## src/rtl/tpu_pkg.sv

```systemverilog
// Shared definitions for the systolic-array sequencer: state encoding,
// operand width, default array size and step-counter sizing.
package tpu_pkg;

    localparam int DATA_W    = 8;
    localparam int N_DEFAULT = 2;

    typedef enum logic [2:0] {
        ST_IDLE  = 3'd0,
        ST_CLEAR = 3'd1,
        ST_FEED  = 3'd2,
        ST_DRAIN = 3'd3,
        ST_DONE  = 3'd4
    } state_e;

    // Step counter must reach 2N-2 during FEED.
    function automatic int cnt_width(input int n);
        return $clog2(2 * n);
    endfunction

endpackage

```

## src/rtl/systolic_seq_operand_buf.sv

```systemverilog
// N*N x DW operand register file: one synchronous write port and N
// independent combinational read ports (one per array edge lane).
module operand_buf
    import tpu_pkg::*;
#(
    parameter int N  = N_DEFAULT,
    parameter int DW = DATA_W,
    parameter int AW = $clog2(N * N)
) (
    input  logic            clk,
    input  logic            rst,
    input  logic            wr_en,
    input  logic [AW-1:0]   wr_addr,
    input  logic [DW-1:0]   wr_data,
    input  logic [N*AW-1:0] rd_addr,
    output logic [N*DW-1:0] rd_data
);

    logic [DW-1:0] mem_q [N*N];
    logic [DW-1:0] mem_d [N*N];

    // Next-state of every entry: write hits only the addressed element.
    always_comb begin
        for (int e = 0; e < N * N; e++) begin
            if (wr_en && (wr_addr == AW'(e))) begin
                mem_d[e] = wr_data;
            end else begin
                mem_d[e] = mem_q[e];
            end
        end
    end

    // Storage array, cleared by reset.
    always_ff @(posedge clk or posedge rst) begin
        if (rst) begin
            for (int e = 0; e < N * N; e++) begin
                mem_q[e] <= '0;
            end
        end else begin
            for (int e = 0; e < N * N; e++) begin
                mem_q[e] <= mem_d[e];
            end
        end
    end

    // Parallel read ports; addresses past N*N-1 read as zero.
    always_comb begin
        rd_data = '0;
        for (int p = 0; p < N; p++) begin
            if (int'(rd_addr[p*AW +: AW]) < N * N) begin
                rd_data[p*DW +: DW] = mem_q[rd_addr[p*AW +: AW]];
            end else begin
                rd_data[p*DW +: DW] = '0;
            end
        end
    end

endmodule

```

## src/rtl/systolic_seq.sv

```systemverilog
// Sequencer for an NxN output-stationary systolic array: clears the PEs,
// streams skewed A rows / B columns into the array edges, drains, reports done.
module systolic_seq
    import tpu_pkg::*;
#(
    parameter int N  = N_DEFAULT,
    parameter int DW = DATA_W,
    parameter int AW = $clog2(N * N)
) (
    input  logic            clk,
    input  logic            rst,
    input  logic            start,
    input  logic            wr_en,
    input  logic            wr_sel,
    input  logic [AW-1:0]   wr_addr,
    input  logic [DW-1:0]   wr_data,
    output logic            busy,
    output logic            done,
    output logic            pe_clear,
    output logic [N*DW-1:0] a_feed,
    output logic [N*DW-1:0] b_feed
);

    localparam int CW = cnt_width(N);

    state_e          state_q, state_d;
    logic [CW-1:0]   cnt_q, cnt_d;
    logic            wr_ok_s, a_we_s, b_we_s;
    logic [N-1:0]    skew_vld_s;
    logic [N*AW-1:0] a_raddr_s, b_raddr_s;
    logic [N*DW-1:0] a_rdata_s, b_rdata_s;
    logic            busy_q, busy_d, done_q, done_d, pe_clear_q, pe_clear_d;
    logic [N*DW-1:0] a_feed_q, a_feed_d, b_feed_q, b_feed_d;

    assign wr_ok_s = (state_q == ST_IDLE) || (state_q == ST_DONE);
    assign a_we_s  = wr_en && wr_ok_s && !wr_sel;
    assign b_we_s  = wr_en && wr_ok_s && wr_sel;

    operand_buf #(.N(N), .DW(DW), .AW(AW)) u_a_buf (
        .clk(clk), .rst(rst), .wr_en(a_we_s), .wr_addr(wr_addr), .wr_data(wr_data),
        .rd_addr(a_raddr_s), .rd_data(a_rdata_s)
    );

    operand_buf #(.N(N), .DW(DW), .AW(AW)) u_b_buf (
        .clk(clk), .rst(rst), .wr_en(b_we_s), .wr_addr(wr_addr), .wr_data(wr_data),
        .rd_addr(b_raddr_s), .rd_data(b_rdata_s)
    );

    // Next-state and step-counter logic.
    always_comb begin
        state_d = state_q;
        cnt_d   = cnt_q;
        case (state_q)
            ST_IDLE: begin
                if (start) begin
                    state_d = ST_CLEAR;
                    cnt_d   = '0;
                end else begin
                    state_d = ST_IDLE;
                end
            end
            ST_CLEAR: begin
                state_d = ST_FEED;
                cnt_d   = '0;
            end
            ST_FEED: begin
                if (cnt_q == CW'(2 * N - 2)) begin
                    state_d = ST_DRAIN;
                    cnt_d   = '0;
                end else begin
                    cnt_d = cnt_q + CW'(1);
                end
            end
            ST_DRAIN: begin
                if (cnt_q == CW'(N - 1)) begin
                    state_d = ST_DONE;
                    cnt_d   = '0;
                end else begin
                    cnt_d = cnt_q + CW'(1);
                end
            end
            ST_DONE: begin
                state_d = ST_IDLE;
                cnt_d   = '0;
            end
            default: begin
                state_d = ST_IDLE;
                cnt_d   = '0;
            end
        endcase
    end

    // Skew addressing for the step being entered; lane i serves A row i and B column i.
    always_comb begin
        skew_vld_s = '0;
        a_raddr_s  = '0;
        b_raddr_s  = '0;
        for (int i = 0; i < N; i++) begin
            if ((state_d == ST_FEED) && (int'(cnt_d) >= i) && (int'(cnt_d) - i < N)) begin
                skew_vld_s[i]         = 1'b1;
                a_raddr_s[i*AW +: AW] = AW'(i * N + int'(cnt_d) - i);
                b_raddr_s[i*AW +: AW] = AW'((int'(cnt_d) - i) * N + i);
            end else begin
                skew_vld_s[i] = 1'b0;
            end
        end
    end

    // Output decode from the next state so each registered output lines up with its state.
    always_comb begin
        busy_d     = (state_d == ST_CLEAR) || (state_d == ST_FEED) || (state_d == ST_DRAIN);
        done_d     = (state_d == ST_DONE);
        pe_clear_d = (state_d == ST_CLEAR);
        a_feed_d   = '0;
        b_feed_d   = '0;
        for (int i = 0; i < N; i++) begin
            if (skew_vld_s[i]) begin
                a_feed_d[i*DW +: DW] = a_rdata_s[i*DW +: DW];
                b_feed_d[i*DW +: DW] = b_rdata_s[i*DW +: DW];
            end else begin
                a_feed_d[i*DW +: DW] = '0;
                b_feed_d[i*DW +: DW] = '0;
            end
        end
    end

    // State, counter and output registers.
    always_ff @(posedge clk or posedge rst) begin
        if (rst) begin
            state_q    <= ST_IDLE;
            cnt_q      <= '0;
            busy_q     <= 1'b0;
            done_q     <= 1'b0;
            pe_clear_q <= 1'b0;
            a_feed_q   <= '0;
            b_feed_q   <= '0;
        end else begin
            state_q    <= state_d;
            cnt_q      <= cnt_d;
            busy_q     <= busy_d;
            done_q     <= done_d;
            pe_clear_q <= pe_clear_d;
            a_feed_q   <= a_feed_d;
            b_feed_q   <= b_feed_d;
        end
    end

    assign busy     = busy_q;
    assign done     = done_q;
    assign pe_clear = pe_clear_q;
    assign a_feed   = a_feed_q;
    assign b_feed   = b_feed_q;

endmodule

```

## config.mk

```make
export PLATFORM = sky130hd
export DESIGN_NAME = systolic_seq
export DESIGN_NICKNAME = d
export VERILOG_FILES = /design/src/rtl/tpu_pkg.sv /design/src/rtl/systolic_seq_operand_buf.sv /design/src/rtl/systolic_seq.sv
export SDC_FILE = /design/constraint.sdc
export NUM_CORES = 1
export LEC_CHECK = 0
export ABC_AREA = 1
export CORE_MARGIN = 2
export CORE_UTILIZATION = 30
export CTS_CLUSTER_DIAMETER = 80
export DETAILED_ROUTE_END_ITERATION = 10
export PLACE_DENSITY = 0.59
export SYNTH_ARGS = -nofsm -noshare
export SYNTH_HDL_FRONTEND = slang
export SYNTH_SLANG_ARGS = --single-unit
```

## constraint.sdc

```tcl
create_clock -name clk -period 4.7 [get_ports clk]
set_input_delay 1.175 -clock clk [delete_from_list [all_inputs] [get_ports clk]]
set_output_delay 1.175 -clock clk [all_outputs]
set_load 0.02 [all_outputs]
```

==> reports/summary.log, run 1 <==
qor: placement.place_area 5234 um^2
qor: power.vdd_ir_drop_max 0.0002895 V
qor: clock_network.clk_transition_reported_paths 0.06 ns
qor: placement.setup_slack_placement 0.8802 ns
qor: floorplan.design.portCount 50
qor: yosys.synth_sequential_area_ratio 0.5651
qor: outcome.run_status finished clean
qor: clock_network.cts.path.max_buffers 2
qor: worst_setup_path.data_arrival_critical_path 3.77 ns
qor: final_layout.layout.cells.most_common_list sky130_fd_sc_hd__dfrtp_1, sky130_fd_sc_hd__nand2_1, sky130_fd_sc_hd__clkdlybuf4s50_1
qor: power.share_comb_of_total_power 0.435
qor: yosys.synth_top_cell_by_area sky130_fd_sc_hd__dfrtp_1
qor: clock_network.root_buffer sky130_fd_sc_hd__clkbuf_16
qor: clock_network.clk_latency 0.35 ns
qor: routing.number_of_drc_markers_after_the_initial_detailed_route_iteration 220
qor: yosys.synth.ff_latch_count 104
qor: yosys.post_synthesis_cell_area 4606 um^2
qor: yosys.ys_warn_count 0
qor: power.internal_pwr_total 2.294 mW
qor: floorplan.area_of_the_die 16360 um^2
qor: final_layout.final_layout_size_suffix_gt1_frac 0.1996
qor: yosys.post_synth_num_cell_types 27
qor: job.cap_violations 0
qor: final_layout.most_frequent_standard_cell_in_the_layout_excluding_fill_and_tap_cells sky130_fd_sc_hd__dfrtp_1
qor: floorplan.core_region_area 15090 um^2
qor: grt.grt-ovfl-total 0
qor: power.finalPower 3.839 mW
qor: timing.fmax 0.2864 GHz
qor: power.clock_power_share 0.196
qor: worst_setup_path.reg2regPathDepth 12
qor: clock_network.cts-buffers-inserted 9
qor: grt.grt_start_max_net_pins 79
qor: timing.slew_violations 0
qor: routing.postRouteAntennaNets 0
qor: timing.grt_setup_unrepaired false
qor: yosys.netlist.area_leader.share 0.5651
qor: grt.initial_antenna_violation_count 0
qor: final_layout.final_area 5534 um^2
qor: worst_setup_path.crit_required 4.98 ns
qor: placement.placement.io_buffers 49
qor: grt.global_route_wire_length_before_repair 16.14 mm
qor: timing.timing_hold_violations_final 0
qor: power.power-per-cell-area 693.7 nW/um^2
qor: floorplan.standard_cell_rows 45
qor: routing.final_routed_wire_length_divided_by_cell_count 14.78 um
qor: grt.grt_pass1_vias 3101
qor: floorplan.fp.dieH 127.9 um
qor: worst_setup_path.timing.critical_path.from_type input pin
qor: worst_hold_path.whs_path_depth 2
qor: yosys.net_count_synth 436
qor: clock_network.tritoncts built
qor: power.power_switching 1.545 mW
qor: placement.globalplace.congestion 0.8128
qor: routing.drt_drc_violations_left 0
qor: yosys.netlist_top_cells_area sky130_fd_sc_hd__dfrtp_1, sky130_fd_sc_hd__mux2_2, sky130_fd_sc_hd__nand2_1
qor: clock_network.clkSinkCount 104
qor: timing.fin_setup_tns 0 ns
qor: worst_setup_path.cp-end-kind flop
qor: clock_network.cts_htree_levels 3
qor: clock_network.cts-resized-gates 0
qor: timing.max_slew.worst_pin.slew 0.9733 ns
qor: routing.vias 3035
qor: timing.setup_viol 0
qor: clock_network.cts-hold-fix-buffers 0
qor: clock_network.cts_post_setup_buffers_inserted 0
qor: power.power.switching_fraction 0.4025
qor: floorplan.die_width 127.9 um
qor: timing.final_min_period_over_clock_period 0.7430
qor: timing.timing.final.crit_period 3.492 ns
qor: final_layout.area.growth.synth_to_final 20.16%
qor: worst_hold_path.hold_path_class flop to flop
qor: final_layout.fin_nets 483
qor: routing.via_per_inst 4.605
qor: timing.timing.slew.headroom 0.3496
qor: floorplan.start_util 0.3052
qor: grt.grt_usage 0.1267
qor: routing.dr.pass1.iters 4
qor: timing.fin_ws 1.208 ns
qor: yosys.postSynthAreaPerCell 10.99 um^2
qor: placement.dp.final_hpwl 6.651 mm
qor: worst_setup_path.critPathKind input pin to flop
qor: yosys.synthCells 419
qor: final_layout.antenna_cells 0
qor: worst_setup_path.crit_path_max_fanout 42
qor: routing.final_wirelength 9.738 mm
qor: power.p_leak 2.646 nW
qor: timing.fin_skew 0.009512 ns
qor: final_layout.final_core_utilization 0.3668
qor: power.power.sequential.fraction 0.369
-- worst max-delay path: stages --
cell                              delay, ns
sky130_fd_sc_hd__clkdlybuf4s50_1       0.44
sky130_fd_sc_hd__inv_1                 0.09
sky130_fd_sc_hd__nand2_1               0.06
sky130_fd_sc_hd__nor2_2                0.17
sky130_fd_sc_hd__nor2_4                0.20
sky130_fd_sc_hd__ha_1                  0.24
sky130_fd_sc_hd__nor2_1                0.64
sky130_fd_sc_hd__nand2_2               0.30
sky130_fd_sc_hd__inv_2                 0.20
sky130_fd_sc_hd__nand2_1               0.08
sky130_fd_sc_hd__inv_1                 0.05
sky130_fd_sc_hd__nand2_1               0.05
sky130_fd_sc_hd__inv_1                 0.05
-- final timing paths --
path / startpoint / to / slack, ns
worst min-delay path: u_b_buf.mem_q[23] / b_feed[15] / 0.49
max in group asynchronous: rst / a_feed[15] / 2.50
worst max register to register: state_q[2] / a_feed[15] / 1.75
worst max-delay path: start / a_feed[15] / 1.21
worst min register to register: u_b_buf.mem_q[23] / b_feed[15] / 0.49
min in group asynchronous: rst / b_feed[8] / 1.41
-- metrics by stage --
| stage | cells | hold WS [ns] |
|---|---|---|
| 2_1_floorplan | 419 | 0.4467 |
| 3_3_place_gp | 643 | 0.4787 |
| 3_5_place_dp | 643 | 0.4817 |
| 4_1_cts | 659 | 0.4967 |
| 5_1_grt | 659 | 0.5162 |
| 6_report | 659 | 0.4918 |
-- final cells by class --
| class | instances | area, um^2 |
|---|---|---|
| inverters | 53 | 229.0 |
| well taps | 188 | 235.2 |
| multi-input cells | 247 | 1662 |
| fillers | 1492 | 9555 |
| clock inverters | 4 | 53.80 |
| flip-flops and latches | 104 | 2603 |
| clock buffers | 12 | 246.5 |
| repair buffers | 51 | 505.5 |
-- cells in the mapped netlist --
| cell type | n |
|---|---|
| sky130_fd_sc_hd__nand3_2 | 3 |
| sky130_fd_sc_hd__nor2_2 | 2 |
| sky130_fd_sc_hd__nor2_4 | 4 |
| sky130_fd_sc_hd__o21ai_1 | 4 |
| sky130_fd_sc_hd__nor2_1 | 14 |
| sky130_fd_sc_hd__nand3_4 | 4 |
| sky130_fd_sc_hd__ha_1 | 2 |
| sky130_fd_sc_hd__clkbuf_2 | 2 |
| sky130_fd_sc_hd__dfrtp_1 | 104 |
| sky130_fd_sc_hd__nor3_4 | 8 |
| sky130_fd_sc_hd__a21oi_1 | 16 |
| sky130_fd_sc_hd__buf_6 | 5 |
| sky130_fd_sc_hd__nand3_1 | 20 |
| sky130_fd_sc_hd__mux2_2 | 48 |
| sky130_fd_sc_hd__clkbuf_1 | 1 |
| sky130_fd_sc_hd__inv_2 | 1 |
| sky130_fd_sc_hd__nand2_1 | 79 |
| sky130_fd_sc_hd__bufinv_8 | 2 |
| sky130_fd_sc_hd__clkinv_1 | 1 |
| sky130_fd_sc_hd__nand2_2 | 4 |
| sky130_fd_sc_hd__a211oi_1 | 8 |
| sky130_fd_sc_hd__o21ai_0 | 20 |
| sky130_fd_sc_hd__nand3b_2 | 1 |
| sky130_fd_sc_hd__buf_8 | 1 |
| sky130_fd_sc_hd__buf_2 | 6 |
| sky130_fd_sc_hd__nand4_1 | 10 |
| sky130_fd_sc_hd__inv_1 | 49 |
-- state kept, by name (all words and copies together), names as in the netlist --
register       cells
done               1
u_a_buf.mem_q     32
busy               1
cnt_q              2
u_b_buf.mem_q     32
a_feed            16
state_q            3
b_feed            16
pe_clear           1
-- routing by layer --
metal | global-route usage | up-vias | part of all wire
met5 | 0 | - | 0
met4 | 0.04266 | 0 | 0.014
met3 | 0.02629 | 10 | 0.046
met2 | 0.1991 | 70 | 0.47
met1 | 0.1753 | 1481 | 0.47
li1 | - | 1474 | -
-- power by group through the flow --
stage          sequential, mW  clock (mW)  combinational [mW]
2_1_floorplan            1.48           0                1.24
3_5_place_dp             1.43           0                1.68
3_3_place_gp             1.42           0                1.65
6_report                 1.42       0.754                1.67
5_1_grt                  1.46       0.803                1.88
4_1_cts                  1.42       0.775                1.68
-- cell families after synthesis --
logic type,count (synthesis),share of synthesized area
simple gates,149,0.1815
flops,104,0.5651
buf+inv,68,0.07416
compound gates,48,0.05651
mux,48,0.1174
fa+ha+maj,2,0.005432
Note: power is estimated with default switching activity, not from simulation.
==> inputs of run 2 (changes only) <==
==> constraint.sdc (replaced) <==
create_clock -name clk -period 3.5 [get_ports clk]
set_input_delay 0.875 -clock clk [delete_from_list [all_inputs] [get_ports clk]]
set_output_delay 0.875 -clock clk [all_outputs]
set_load 0.02 [all_outputs]
==> reports/summary.log, run 2 (synthesis results as in run 1) <==
qor: grt.grt_usage 0.1274 [was 0.1267]
qor: routing.wl_met3 400 um [was 447 um]
qor: floorplan.standard_cell_rows 45 [unchanged]
qor: timing.setup_viol 0 [unchanged]
qor: worst_setup_path.startpoint start [unchanged]
qor: routing.top_layer met4 [unchanged]
qor: worst_setup_path.timing.critical_path.mode_cell sky130_fd_sc_hd__inv_1
qor: clock_network.clk_transition_reported_paths 0.06 ns [about the same]
qor: worst_setup_path.cp-end-kind flop [unchanged]
qor: timing.max_slew.worst_pin.slew 0.6900 ns [was 0.9733 ns]
qor: routing.via_per_inst 4.565 [was 4.605]
qor: clock_network.cts-resized-gates 0 [unchanged]
qor: placement.placement.io_buffers 49 [unchanged]
qor: routing.final_routed_wire_length_divided_by_cell_count 14.55 um [was 14.78 um]
qor: timing.timing.slew.headroom 0.5390 [was 0.3496]
qor: power.power-per-cell-area 926.3 nW/um^2 [was 693.7 nW/um^2]
qor: final_layout.most_frequent_standard_cell_in_the_layout_excluding_fill_and_tap_cells sky130_fd_sc_hd__dfrtp_1 [unchanged]
qor: clock_network.cts-hold-fix-buffers 0 [unchanged]
qor: floorplan.die_width 127.9 um [unchanged]
qor: clock_network.cts-buffers-inserted 9 [unchanged]
qor: worst_setup_path.timing.critical_path.cells clkdlybuf4s50_1 -> inv_1 -> nand2_1 -> nor2_2 -> inv_1 -> nand3_4 -> ha_1 -> nor2_1 -> buf_4 -> nand2_2 -> inv_2 -> nand2_1 -> inv_1 -> nand2_1 -> inv_1 [was clkdlybuf4s50_1 -> inv_1 -> nand2_1 -> nor2_2 -> nor2_4 -> ha_1 -> nor2_1 -> nand2_2 -> inv_2 -> nand2_1 -> inv_1 -> nand2_1 -> inv_1]
qor: floorplan.start_util 0.3052 [unchanged]
qor: placement.dp.final_hpwl 6.709 mm [was 6.651 mm]
qor: routing.wl_met1 4.506 mm [was 4.572 mm]
qor: routing.postRouteAntennaNets 0 [unchanged]
qor: clock_network.cts_post_setup_buffers_inserted 0 [unchanged]
qor: grt.grt-ovfl-total 0 [unchanged]
qor: timing.timing_hold_violations_final 0 [unchanged]
qor: final_layout.layout.cells.most_common_list sky130_fd_sc_hd__dfrtp_1, sky130_fd_sc_hd__nand2_1, sky130_fd_sc_hd__clkdlybuf4s50_1 [unchanged]
qor: timing.fin_skew 0.005386 ns [was 0.009512 ns]
qor: routing.vias 3022 [was 3035]
qor: power.vdd_ir_drop_max 0.0004998 V [was 0.0002895 V]
qor: worst_setup_path.crit_required 3.78 ns [was 4.98 ns]
qor: floorplan.area_of_the_die 16360 um^2 [unchanged]
qor: worst_hold_path.hold_path_class flop to flop [unchanged]
qor: grt.initial_antenna_violation_count 0 [unchanged]
qor: clock_network.clkSinkCount 104 [unchanged]
qor: clock_network.cts.path.max_buffers 2 [unchanged]
qor: final_layout.registers_with_the_most_flip_flops u_a_buf.mem_q x32, u_b_buf.mem_q x32 [unchanged]
qor: routing.drt_drc_violations_left 0 [unchanged]
qor: timing.fmax 0.3749 GHz
qor: final_layout.filler_cell_count 1513 [was 1492]
qor: timing.fin_setup_tns 0 ns [unchanged]
qor: timing.slew_violations 0 [unchanged]
qor: routing.number_of_drc_markers_after_the_initial_detailed_route_iteration 173 [was 220]
qor: power.p_leak 2.658 nW [was 2.646 nW]
qor: timing.grt_setup_unrepaired false [unchanged]
qor: final_layout.final_core_utilization 0.3693 [was 0.3668]
qor: grt.global_route_wire_length_before_repair 15.87 mm [was 16.14 mm]
qor: routing.dr.pass1.iters 4 [unchanged]
qor: final_layout.fin_nets 486 [was 483]
qor: timing.timing.final.crit_period 2.667 ns
qor: clock_network.root_buffer sky130_fd_sc_hd__clkbuf_16 [unchanged]
qor: worst_setup_path.cpPeakStageDelay 0.50 ns [was 0.64 ns]
qor: grt.grt_start_max_net_pins 42 [was 79]
qor: worst_hold_path.timing.hold.worst.start u_b_buf.mem_q[23] [unchanged]
qor: job.cap_violations 0 [unchanged]
qor: floorplan.design.portCount 50 [unchanged]
qor: floorplan.core_region_area 15090 um^2 [unchanged]
qor: floorplan.fp.dieH 127.9 um [unchanged]
qor: worst_setup_path.critPathKind input pin to flop [unchanged]
qor: grt.grt_pass1_vias 2999 [was 3101]
qor: worst_setup_path.timing.critical_path.from_type input pin [unchanged]
qor: final_layout.antenna_cells 0 [unchanged]
qor: routing.detailroute.wirelength.met2 4.610 mm [was 4.582 mm]
qor: clock_network.tritoncts built [unchanged]
qor: outcome.run_status finished clean [unchanged]
qor: worst_setup_path.crit_path_max_fanout 18 [was 42]
qor: worst_setup_path.worst_r2r_start state_q[1] [was state_q[2]]
qor: clock_network.cts_htree_levels 3 [unchanged]
qor: worst_setup_path.timing.critical_path.slowest_stage_cell sky130_fd_sc_hd__clkdlybuf4s50_1 [was sky130_fd_sc_hd__nor2_1]
qor: final_layout.area.growth.synth_to_final 21.00% [was 20.16%]
qor: worst_setup_path.data_arrival_critical_path 2.95 ns [was 3.77 ns]
qor: clock_network.clk_latency 0.34 ns [was 0.35 ns]
qor: timing.final_min_period_over_clock_period 0.7621
qor: routing.final_wirelength 9.632 mm [was 9.738 mm]
qor: placement.globalplace.congestion 0.8076 [was 0.8128]
qor: final_layout.final_layout_size_suffix_gt1_frac 0.2046 [was 0.1996]
## run 2: final timing paths
kind,to,slack (ns),cells past startpoint
worst min register to register,b_feed[15],0.49,2
min in group asynchronous,b_feed[10],0.98,2
worst min-delay path,b_feed[15],0.49,2
worst max register to register,a_feed[13],1.23,14
max in group asynchronous,u_a_buf.mem_q[20],1.91,3
worst max-delay path,a_feed[13],0.83,15
## run 2: area by class of cell
class,count,area (um^2),area share
clock buffer,11,232.7,0.04176
clock inverter,5,57.56,0.01033
inverter,53,230.2,0.04131
multi-input combinational,247,1662,0.2982
sequential,104,2603,0.4670
tap,188,235.2,0.04221
timing repair buffer,54,553.0,0.09924
## run 2: critical path, delay by kind of cell
| kind | cells | cell delay, ns |
|---|---|---|
| buf+inv | 7 | 1.12 |
| simple gates | 7 | 0.68 |
| fa+ha+maj | 1 | 0.26 |
## run 2: power by group
part           total [mW]  switching (mW)  internal (mW)
Sequential           1.90           0.230           1.67
Combinational        2.29            1.42          0.869
Clock               0.977           0.423          0.553
Total                5.16            2.07           3.09
## run 2: metal layers
layer	vias up	track usage
li1	1471	-
met5	-	0
met1	1489	0.1757
met3	11	0.03047
met2	51	0.2026
met4	0	0.03297
## run 2: metrics by stage
stage / worst slack [ns] / std cells / cell area (um^2) / hold WS (ns) / total power [mW]
after floorplan: 1.067 / 419 / 4609 / 0.4467 / 3.652
after global placement: 0.5328 / 646 / 5283 / 0.4690 / 4.179
after detailed placement: 0.4831 / 646 / 5283 / 0.4707 / 4.234
after CTS: 0.8296 / 662 / 5573 / 0.4861 / 5.233
after global routing: 0.6223 / 662 / 5573 / 0.5073 / 5.586
final: 0.8326 / 662 / 5573 / 0.4864 / 5.162
==> inputs of run 3 (changes only) <==
--- a/config.mk
+++ b/config.mk
@@ -10,7 +10,7 @@
 export CORE_UTILIZATION = 30
 export CTS_CLUSTER_DIAMETER = 80
 export DETAILED_ROUTE_END_ITERATION = 10
-export PLACE_DENSITY = 0.59
+export PLACE_DENSITY = 0.6
 export SYNTH_ARGS = -nofsm -noshare
 export SYNTH_HDL_FRONTEND = slang
 export SYNTH_SLANG_ARGS = --single-unit
==> constraint.sdc (replaced) <==
create_clock -name clk -period 2.3 [get_ports clk]
set_input_delay 0.575 -clock clk [delete_from_list [all_inputs] [get_ports clk]]
set_output_delay 0.575 -clock clk [all_outputs]
set_load 0.02 [all_outputs]
==> reports/summary.log, run 3 (synthesis results as in run 1) <==
qor: grt.grt-ovfl-total 0 [unchanged]
qor: routing.vias 3133 [was 3022]
qor: clock_network.clk_latency 0.35 ns [was 0.34 ns]
qor: worst_hold_path.hold_path_class flop to flop [unchanged]
qor: clock_network.cts_post_setup_buffers_inserted 0 [unchanged]
qor: routing.drt_drc_violations_left 0 [unchanged]
qor: final_layout.layout.cells.most_common_list sky130_fd_sc_hd__dfrtp_1, sky130_fd_sc_hd__nand2_1, sky130_fd_sc_hd__clkdlybuf4s50_1 [unchanged]
qor: floorplan.core_region_area 15090 um^2 [unchanged]
qor: timing.setup_viol 0 [unchanged]
qor: final_layout.fin_nets 502 [was 486]
qor: clock_network.clkSinkCount 104 [unchanged]
qor: timing.final_min_period_over_clock_period 0.9377
qor: clock_network.cts-hold-fix-buffers 0 [unchanged]
qor: floorplan.fp.dieH 127.9 um [unchanged]
qor: grt.grt_start_max_net_pins 105 [was 42]
qor: worst_setup_path.crit_path_max_fanout 10 [was 18]
qor: timing.max_slew.worst_pin.slew 0.5502 ns [was 0.6900 ns]
qor: job.cap_violations 0 [unchanged]
qor: timing.fmax 0.4636 GHz
qor: final_layout.area.growth.synth_to_final 24.48% [was 21.00%]
qor: worst_setup_path.crit_required 2.54 ns [was 3.78 ns]
qor: routing.number_of_drc_markers_after_the_initial_detailed_route_iteration 201 [was 173]
qor: clock_network.cts.path.max_buffers 2 [unchanged]
qor: floorplan.area_of_the_die 16360 um^2 [unchanged]
qor: timing.fin_skew 0.008549 ns [was 0.005386 ns]
qor: timing.timing_hold_violations_final 0 [unchanged]
qor: clock_network.clk_transition_reported_paths 0.07 ns [was 0.06 ns]
qor: power.vdd_ir_drop_max 0.0006238 V [was 0.0004998 V]
qor: placement.place_area 5453 um^2 [was 5283 um^2]
qor: final_layout.final_layout_size_suffix_gt1_frac 0.2367 [was 0.2046]
qor: timing.timing.slew.headroom 0.6332 [was 0.5390]
qor: routing.final_wirelength 9.823 mm [was 9.632 mm]
qor: routing.detailroute.wirelength.met2 4.641 mm [was 4.610 mm]
qor: placement.globalplace.congestion 0.8323 [was 0.8076]
qor: worst_setup_path.data_arrival_critical_path 2.40 ns [was 2.95 ns]
qor: final_layout.antenna_cells 0 [unchanged]
qor: final_layout.filler_cell_count 1477 [was 1513]
qor: routing.dr.pass1.iters 4 [unchanged]
qor: timing.timing.final.crit_period 2.157 ns
qor: placement.dp.final_hpwl 6.633 mm [was 6.709 mm]
qor: floorplan.standard_cell_rows 45 [unchanged]
qor: outcome.run_status finished clean [unchanged]
qor: clock_network.cts_htree_levels 3 [unchanged]
qor: routing.via_per_inst 4.621 [was 4.565]
qor: final_layout.registers_with_the_most_flip_flops u_a_buf.mem_q x32, u_b_buf.mem_q x32 [unchanged]
qor: clock_network.root_buffer sky130_fd_sc_hd__clkbuf_16 [unchanged]
qor: routing.postRouteAntennaNets 0 [unchanged]
qor: final_layout.layoutNonFillerInstCount 678 [was 662]
qor: final_layout.most_frequent_standard_cell_in_the_layout_excluding_fill_and_tap_cells sky130_fd_sc_hd__dfrtp_1 [unchanged]
qor: grt.grt_usage 0.1305 [was 0.1274]
qor: power.power-per-cell-area 1410 nW/um^2 [was 926.3 nW/um^2]
qor: clock_network.cts-buffers-inserted 9 [unchanged]
qor: clock_network.tritoncts built [unchanged]
qor: timing.slew_violations 0 [unchanged]
qor: grt.initial_antenna_violation_count 0 [unchanged]
qor: floorplan.design.portCount 50 [unchanged]
qor: worst_setup_path.timing.critical_path.from_type input pin [unchanged]
qor: final_layout.final_area 5733 um^2 [was 5573 um^2]
qor: routing.wl_met1 4.635 mm [was 4.506 mm]
qor: placement.place_inst 662 [was 646]
qor: routing.final_routed_wire_length_divided_by_cell_count 14.49 um [was 14.55 um]
qor: grt.grt_pass1_vias 3148 [was 2999]
qor: grt.global_route_wire_length_before_repair 16.28 mm [was 15.87 mm]
qor: placement.placement.io_buffers 49 [unchanged]
qor: floorplan.start_util 0.3052 [unchanged]
qor: worst_setup_path.cp-end-kind flop [unchanged]
qor: clock_network.cts-resized-gates 0 [unchanged]
qor: routing.wl_met3 402 um [was 400 um]
qor: worst_setup_path.critPathKind input pin to flop [unchanged]
qor: final_layout.sequential_cell_area 2605 um^2 [was 2603 um^2]
qor: final_layout.multiInputGateArea 1662 um^2 [unchanged]
qor: power.p_leak 2.743 nW [was 2.658 nW]
qor: routing.top_layer met4 [unchanged]
qor: floorplan.die_width 127.9 um [unchanged]
## run 3: changes by cell type in the layout (fill, tap and decap cells not counted)
cell                        before  now
sky130_fd_sc_hd__buf_12          2    6
sky130_fd_sc_hd__buf_4           3   14
sky130_fd_sc_hd__buf_6           0    1
sky130_fd_sc_hd__bufinv_16       1    0
sky130_fd_sc_hd__clkbuf_1        2    1
sky130_fd_sc_hd__clkinv_4        0    1
sky130_fd_sc_hd__dfrtp_1       104  102
sky130_fd_sc_hd__dfrtp_2         0    2
sky130_fd_sc_hd__inv_6           0    1
## run 3: where the power goes
| part | leakage (nW) | total (mW) | switching (mW) | internal (mW) |
|---|---|---|---|---|
| clock network | 0.125 | 1.42 | 0.685 | 0.738 |
| registers | 1.32 | 2.89 | 0.348 | 2.54 |
| logic | 1.30 | 3.77 | 2.24 | 1.53 |
| total | 2.74 | 8.09 | 3.28 | 4.81 |
## run 3: critical path, stage by stage
cell and delay, ns:
sky130_fd_sc_hd__clkdlybuf4s50_1 0.43, sky130_fd_sc_hd__inv_1 0.09, sky130_fd_sc_hd__nand4_1 0.10, sky130_fd_sc_hd__nand3_1 0.14, sky130_fd_sc_hd__inv_1 0.08, sky130_fd_sc_hd__ha_1 0.19
sky130_fd_sc_hd__nor2_1 0.21, sky130_fd_sc_hd__buf_6 0.19, sky130_fd_sc_hd__nand3_4 0.13, sky130_fd_sc_hd__nand2_1 0.09, sky130_fd_sc_hd__nand3_1 0.07, sky130_fd_sc_hd__nand2_1 0.07
sky130_fd_sc_hd__inv_1 0.04
## run 3: worst paths after layout
| path | startpoint | end | slack (ns) | depth (start not counted) |
|---|---|---|---|---|
| setup / recovery | start | a_feed[12] | 0.14 | 13 |
| hold / removal | u_b_buf.mem_q[23] | b_feed[15] | 0.48 | 2 |
| setup reg to reg | state_q[2] | a_feed[12] | 0.19 | 12 |
| hold reg to reg | u_b_buf.mem_q[23] | b_feed[15] | 0.48 | 2 |
| max in group asynchronous | rst | u_a_buf.mem_q[5] | 1.15 | 3 |
| min in group asynchronous | rst | u_b_buf.mem_q[22] | 0.73 | 3 |
## run 3: final cells by class
type | count | share of cell area
flip-flops and latches | 104 | 0.4544
multi-input cells | 247 | 0.2898
repair buffers | 70 | 0.1268
well taps | 188 | 0.04103
inverters | 53 | 0.04016
clock buffers | 10 | 0.03994
clock inverters | 6 | 0.007857
## run 3: metal layers
layer | up-vias | global-route usage
met5 | - | 0
met4 | 0 | 0.05236
met3 | 11 | 0.03005
met2 | 57 | 0.2060
met1 | 1563 | 0.1743
li1 | 1502 | -
## run 3: metrics by stage
| stage | setup WS [ns] | utilization | total power [mW] | TNS [ns] | hold WS, ns |
|---|---|---|---|---|---|
| floorplan | 0.1613 | - | 5.558 | 0 | 0.4467 |
| global placement | -0.1322 | 0.3614 | 6.591 | -1.133 | 0.4706 |
| detailed placement | -0.1875 | 0.3614 | 6.690 | -1.583 | 0.4691 |
| CTS | 0.1115 | 0.3795 | 8.150 | 0 | 0.4908 |
| global route | -0.05142 | 0.3799 | 8.740 | -0.2484 | 0.5161 |
| finish | 0.1432 | 0.3799 | 8.085 | 0 | 0.4819 |
